===== src/rtl/tsense_poll_ctrl.sv =====
// rtl/tsense_poll_ctrl.sv - LM07 temperature sensor poll controller
//
// Purpose: reads 16-bit words from an LM07 serial temperature sensor, either
// on demand (req) or from a free-running auto-poll timer (period), and flags
// an over-temperature alarm against a signed threshold.
//
// Ports:
//   SYSCLK      in   system clock, all state changes on its rising edge
//   RSTN        in   asynchronous active-low reset
//   req         in   on-demand read request, sampled every edge
//   period[7:0] in   auto-poll interval in units of 16 clocks, 0 = off
//   thresh[12:0]in   signed alarm threshold for temp_data[15:3]
//   SIO         in   serial data from the sensor
//   CS          out  active-low sensor chip select (registered)
//   SCK         out  sensor serial clock (registered, idles low)
//   temp_data   out  last captured sensor word
//   data_valid  out  one-cycle pulse when temp_data updates
//   src         out  1 = completed read served a demand request
//   busy        out  high whenever a read cycle is in progress
//   alarm       out  signed temp_data[15:3] >= thresh, updated per read
module tsense_poll_ctrl (
  input  logic        SYSCLK,
  input  logic        RSTN,
  input  logic        req,
  input  logic [7:0]  period,
  input  logic [12:0] thresh,
  input  logic        SIO,
  output logic        CS,
  output logic        SCK,
  output logic [15:0] temp_data,
  output logic        data_valid,
  output logic        src,
  output logic        busy,
  output logic        alarm
);

  localparam logic [1:0] ST_IDLE  = 2'd0;
  localparam logic [1:0] ST_SETUP = 2'd1;
  localparam logic [1:0] ST_SHIFT = 2'd2;
  localparam logic [1:0] ST_HOLD  = 2'd3;

  logic [1:0]  state_q, state_d;
  logic [5:0]  cnt_q, cnt_d;
  logic        cs_q, cs_d;
  logic        sck_q, sck_d;
  logic [15:0] shift_q, shift_d;
  logic [15:0] temp_q, temp_d;
  logic        dv_q, dv_d;
  logic        src_q, src_d;
  logic        src_lat_q, src_lat_d;
  logic        alarm_q, alarm_d;
  logic        pend_dem_q, pend_dem_d;
  logic        pend_tmr_q, pend_tmr_d;
  logic [11:0] tmr_q, tmr_d;
  logic [11:0] tmr_limit;
  logic        tick;
  logic        start;
  logic [1:0]  shift_ph;

  // Auto-poll timer: terminal count is period*16-1, so a tick every
  // period*16 clocks. period=0 parks the counter at zero.
  assign tmr_limit = {period, 4'h0} - 12'd1;
  assign tick      = (period != 8'd0) && (tmr_q >= tmr_limit);

  always_comb begin
    tmr_d = tmr_q + 12'd1;
    if ((period == 8'd0) || tick) begin
      tmr_d = 12'd0;
    end
  end

  // Pending flags: a dispatch from IDLE consumes both, but a request or
  // tick arriving on that same edge re-arms its flag so nothing is lost.
  assign start      = (state_q == ST_IDLE) && (pend_dem_q || pend_tmr_q);
  assign pend_dem_d = (pend_dem_q && !start) || req;
  assign pend_tmr_d = (pend_tmr_q && !start) || tick;

  // Position within the 4-cycle SCK period for the edge being computed;
  // the SETUP->SHIFT edge is position 0 (SCK rises, SIO sampled).
  assign shift_ph = cnt_q[1:0] + 2'd1;

  always_comb begin
    state_d   = state_q;
    cnt_d     = cnt_q;
    cs_d      = cs_q;
    sck_d     = sck_q;
    shift_d   = shift_q;
    temp_d    = temp_q;
    dv_d      = 1'b0;
    src_d     = src_q;
    src_lat_d = src_lat_q;
    alarm_d   = alarm_q;
    case (state_q)
      ST_IDLE: begin
        if (start) begin
          state_d   = ST_SETUP;
          cnt_d     = 6'd0;
          cs_d      = 1'b0;
          src_lat_d = pend_dem_q;
        end
      end
      ST_SETUP: begin
        if (cnt_q == 6'd1) begin
          state_d = ST_SHIFT;
          cnt_d   = 6'd0;
          sck_d   = 1'b1;
          shift_d = {shift_q[14:0], SIO};
        end else begin
          cnt_d = cnt_q + 6'd1;
        end
      end
      ST_SHIFT: begin
        if (cnt_q == 6'd63) begin
          // End of the 16th low phase: release the sensor and publish.
          state_d = ST_HOLD;
          cnt_d   = 6'd0;
          cs_d    = 1'b1;
          sck_d   = 1'b0;
          temp_d  = shift_q;
          dv_d    = 1'b1;
          src_d   = src_lat_q;
          alarm_d = ($signed(shift_q[15:3]) >= $signed(thresh));
        end else begin
          cnt_d = cnt_q + 6'd1;
          sck_d = ~shift_ph[1];
          if (shift_ph == 2'd0) begin
            shift_d = {shift_q[14:0], SIO};
          end
        end
      end
      ST_HOLD: begin
        if (cnt_q == 6'd3) begin
          state_d = ST_IDLE;
          cnt_d   = 6'd0;
        end else begin
          cnt_d = cnt_q + 6'd1;
        end
      end
      default: begin
        state_d = ST_IDLE;
        cnt_d   = 6'd0;
      end
    endcase
  end

  always_ff @(posedge SYSCLK or negedge RSTN) begin
    if (!RSTN) begin
      state_q    <= ST_IDLE;
      cnt_q      <= 6'd0;
      cs_q       <= 1'b1;
      sck_q      <= 1'b0;
      shift_q    <= 16'd0;
      temp_q     <= 16'd0;
      dv_q       <= 1'b0;
      src_q      <= 1'b0;
      src_lat_q  <= 1'b0;
      alarm_q    <= 1'b0;
      pend_dem_q <= 1'b0;
      pend_tmr_q <= 1'b0;
      tmr_q      <= 12'd0;
    end else begin
      state_q    <= state_d;
      cnt_q      <= cnt_d;
      cs_q       <= cs_d;
      sck_q      <= sck_d;
      shift_q    <= shift_d;
      temp_q     <= temp_d;
      dv_q       <= dv_d;
      src_q      <= src_d;
      src_lat_q  <= src_lat_d;
      alarm_q    <= alarm_d;
      pend_dem_q <= pend_dem_d;
      pend_tmr_q <= pend_tmr_d;
      tmr_q      <= tmr_d;
    end
  end

  assign CS         = cs_q;
  assign SCK        = sck_q;
  assign temp_data  = temp_q;
  assign data_valid = dv_q;
  assign src        = src_q;
  assign busy       = (state_q != ST_IDLE);
  assign alarm      = alarm_q;

endmodule

===== config.mk =====
export PLATFORM = sky130hd
export DESIGN_NAME = tsense_poll_ctrl
export DESIGN_NICKNAME = d
export VERILOG_FILES = /design/src/rtl/tsense_poll_ctrl.sv
export SDC_FILE = /design/constraint.sdc
export NUM_CORES = 1
export LEC_CHECK = 0
export CAP_MARGIN = 40
export CORE_MARGIN = 2
export CORE_UTILIZATION = 49
export DETAILED_ROUTE_END_ITERATION = 8
export GPL_TIMING_DRIVEN = 0
export PLACE_DENSITY_LB_ADDON = 0.25
export SLEW_MARGIN = 5
export SYNTH_ARGS = -nofsm -noshare
export SYNTH_HDL_FRONTEND = slang
export SYNTH_SLANG_ARGS = --single-unit

===== constraint.sdc =====
create_clock -name SYSCLK -period 1.95 [get_ports SYSCLK]
set_input_delay 0.195 -clock SYSCLK [delete_from_list [all_inputs] [get_ports SYSCLK]]
set_output_delay 0.195 -clock SYSCLK [all_outputs]
set_load 0.05 [all_outputs]

==> impl_metrics.env <==
export IMPL_yosysMostFrequentCell="nand2_1"
export IMPL_violations="negative setup slack"
export IMPL_clk_pin_slew_worst_paths_ps=60
export IMPL_power_density_nw_per_um2=1157
export IMPL_antennaDiodeCount=0
export IMPL_hold_path_class="in -> async"
export IMPL_setup_slack_ps=-71.54
export IMPL_slew_headroom_pct=64.88
export IMPL_hold_worst_slack_ps=367.5
export IMPL_drc=0
export IMPL_ir_drop_mv=0.8414
export IMPL_drive_gt1_share_pct=20.15
export IMPL_synth_top_cell_by_area="dfrtp_1"
export IMPL_die_h_um=85.15
export IMPL_cts_root_buf="clkbuf_8"
export IMPL_grtUsageTotal_pct=19.30
export IMPL_cts_sinks=60
export IMPL_core_um2=6350
export IMPL_place_hpwl_um=4334
export IMPL_area_growth_pct=30.55
export IMPL_finalInstanceArea_um2=4213
export IMPL_rsz0062_at_grt="true"
export IMPL_maxSlewViolCount=0
export IMPL_synthTopCellsByCount="nand2_1 (68), dfrtp_1 (59), ha_1 (29)"
export IMPL_overflow=0
export IMPL_syn_nets=375
export IMPL_syn_area_um2=3227
export IMPL_r2r_slack_ps=-70
export IMPL_placementRows=29
export IMPL_leakage_nw=2.087
export IMPL_crit_required_ps=2170
export IMPL_synth_cell_types=45
export IMPL_dieWidth_um=85.15
export IMPL_drt_first_pass_iters=4
export IMPL_io_pins=47
export IMPL_crit_chain="or4_4 > o21ai_4 > a21boi_4 > buf_4 > buf_16 > mux2_4"
export IMPL_worst_pin_slew_ps=526.7
export IMPL_synth_top_area_share_pct=45.75
export IMPL_ys_seq_elements=60
export IMPL_postSynthAreaPerCell_um2=10.05
export IMPL_yosys_top_cells_area="dfrtp_1 (46%), ha_1 (11%), nand2_1 (7.9%)"
export IMPL_cap_violations=0
export IMPL_grt_pass1_vias=2503
export IMPL_tns_ps=-878.5
export IMPL_clock_path_buffers=2
export IMPL_start_util_pct=50.82
export IMPL_portBuffers=46
export IMPL_crit_path_end_kind="flop"
export IMPL_crit_buf_inv=2
export IMPL_ys_seq_area_share_pct=46.57
export IMPL_dominantRegCellSynth="dfrtp_1"
export IMPL_cpPeakStageDelay_ps=560
export IMPL_fin_crit_sh_pct=103.7
export IMPL_finalSetupViolations=18
export IMPL_vias_per_cell=5.243
export IMPL_place_gp_congestion=0.8027
export IMPL_num_fill_cells=511
export IMPL_ys_warnings_count=0
export IMPL_num_vias=2485
export IMPL_cp_arrival_ps=2240
export IMPL_synthCells=321
export IMPL_critical_path_slowest_cell="or4_4"
export IMPL_routedWlPerCell_um=13.62
export IMPL_worst_setup_path_type="reg -> reg"
export IMPL_drtIter0Drc=53
export IMPL_die_area_um2=7251
export IMPL_cts_buffers=9
export IMPL_crit_fanout=5
export IMPL_clock_latency_ps=330
export IMPL_cp_top_family="simple AND/OR/NAND/NOR gates"
export IMPL_final_core_util_pct=66.34
export IMPL_min_period_ps=2022
export IMPL_htreeDepth=3
export IMPL_async_flop_share_pct=100.0
export IMPL_synth_edf_count=0
export IMPL_status="finished with violations"
export IMPL_drt_antenna_violating_nets=0
export IMPL_grt_antenna_before_repair=0
export IMPL_nets=446
export IMPL_fin_skew_ps=5.937
export IMPL_grt_max_degree=39
export IMPL_startpoint_type="flop"
export IMPL_grt_pass1_wl_um=11060
export IMPL_max_freq_ghz=0.4947
export IMPL_dpl_cell_area_um2=3816
export IMPL_drt_wl_total_um=6458
export IMPL_finalHoldViolations=0
export IMPL_cts_tree="built"
-- stage by stage --
step	std cells	worst slack, ps	power (mW)
floorplan	321	-50.54	3.093
global placement	444	-1164	3.435
detailed placement	445	-795.1	3.512
CTS	470	-80.41	4.802
global route	474	-119.0	5.216
finish	474	-71.54	4.874
-- worst reg2reg max path, delay by kind of cell (launching register included) --
kind,cells,cell delay (ps)
and+or+nand+nor,1,560
AOI/OAI and AO/OA,2,380
muxes,1,290
buffers and inverters,2,280
DFF,1,400
-- layout by cell type (no fill, tap or decap), types with 3 or more instances in the layout --
cell,n
clkbuf_8,10
nand2_1,68
nand3_1,8
inv_1,21
xor2_1,9
mux2_4,16
a21o_1,4
nor2_2,3
clkbuf_1,3
and3_1,4
dfrtp_1,59
clkdlybuf4s50_1,39
clkbuf_2,8
xnor2_1,7
nor2_1,16
ha_4,3
a22o_1,3
ha_1,25
nor3_1,3
nand2b_1,3
buf_4,8
o21ai_0,7
clkinv_2,3
a21oi_1,11
dlygate4sd2_1,3
buf_12,3
inv_2,4
-- sequential cells by signal, summed over array words and instances (netlist names) --
name,flops
CS,1
SCK,1
alarm,1
cnt_q,6
data_valid,1
pend_dem_q,1
pend_tmr_q,1
shift_q,16
src,1
src_lat_q,1
state_q,2
temp_data,16
tmr_q,12
-- logic make-up (layout without fill, tap and decap cells) --
family	after synthesis	in the layout	synth area share [%]
mux	18	18	7.406
flops	60	60	46.57
compound gates	44	44	9.656
simple gates	120	120	16.32
fa+ha+maj	29	29	11.24
xor+xnor	16	16	4.343
buf+inv	34	110	4.459
-- final timing paths --
check / startpoint / to / cells after the start
min in group SYSCLK: period[4] / pend_tmr_q / 5
worst max register to register: cnt_q[3] / shift_q[10] / 6
worst min register to register: temp_data[11] / temp_data[11] / 2
max in group asynchronous: RSTN / temp_data[3] / 3
worst min-delay path: RSTN / temp_data[13] / 2
worst max-delay path: cnt_q[3] / shift_q[10] / 6
-- area by class of cell --
cell class              count  area, um^2  share of cell area, %
multi-input cells         227        1688                  40.07
flip-flops and latches     60        1503                  35.67
repair buffers             61       605.6                  14.37
clock buffers              13       148.9                  3.534
inverters                  27       105.1                  2.495
well taps                  77       96.34                  2.287
plain buffers               6       51.30                  1.218
clock inverters             3       15.01                 0.3564
-- report_power, final --
part	internal, mW	leakage (nW)	switching, mW
Combinational	1.13	1.21	0.943
Sequential	1.54	0.788	0.303
Clock	0.490	0.0872	0.464
Total	3.17	2.09	1.71
-- repair_timing --
action | in CTS | in global routing
cloned | 2 | 0
hold buffers | 1 | 0
gates resized for setup | 28 | 17
setup endpoints to repair | 41 | 39
setup buffers | 7 | 4
endpoints found under the hold margin | 21 | 0
pin swaps | 11 | 9
-- routing by layer --
metal  part of all wire (%)  global-route usage [%]
met5                      0                       0
met4                    2.0                   8.225
met2                     49                   31.68
met3                    3.0                   3.599
met1                     46                   25.08
(Power assumes the default switching activity.)
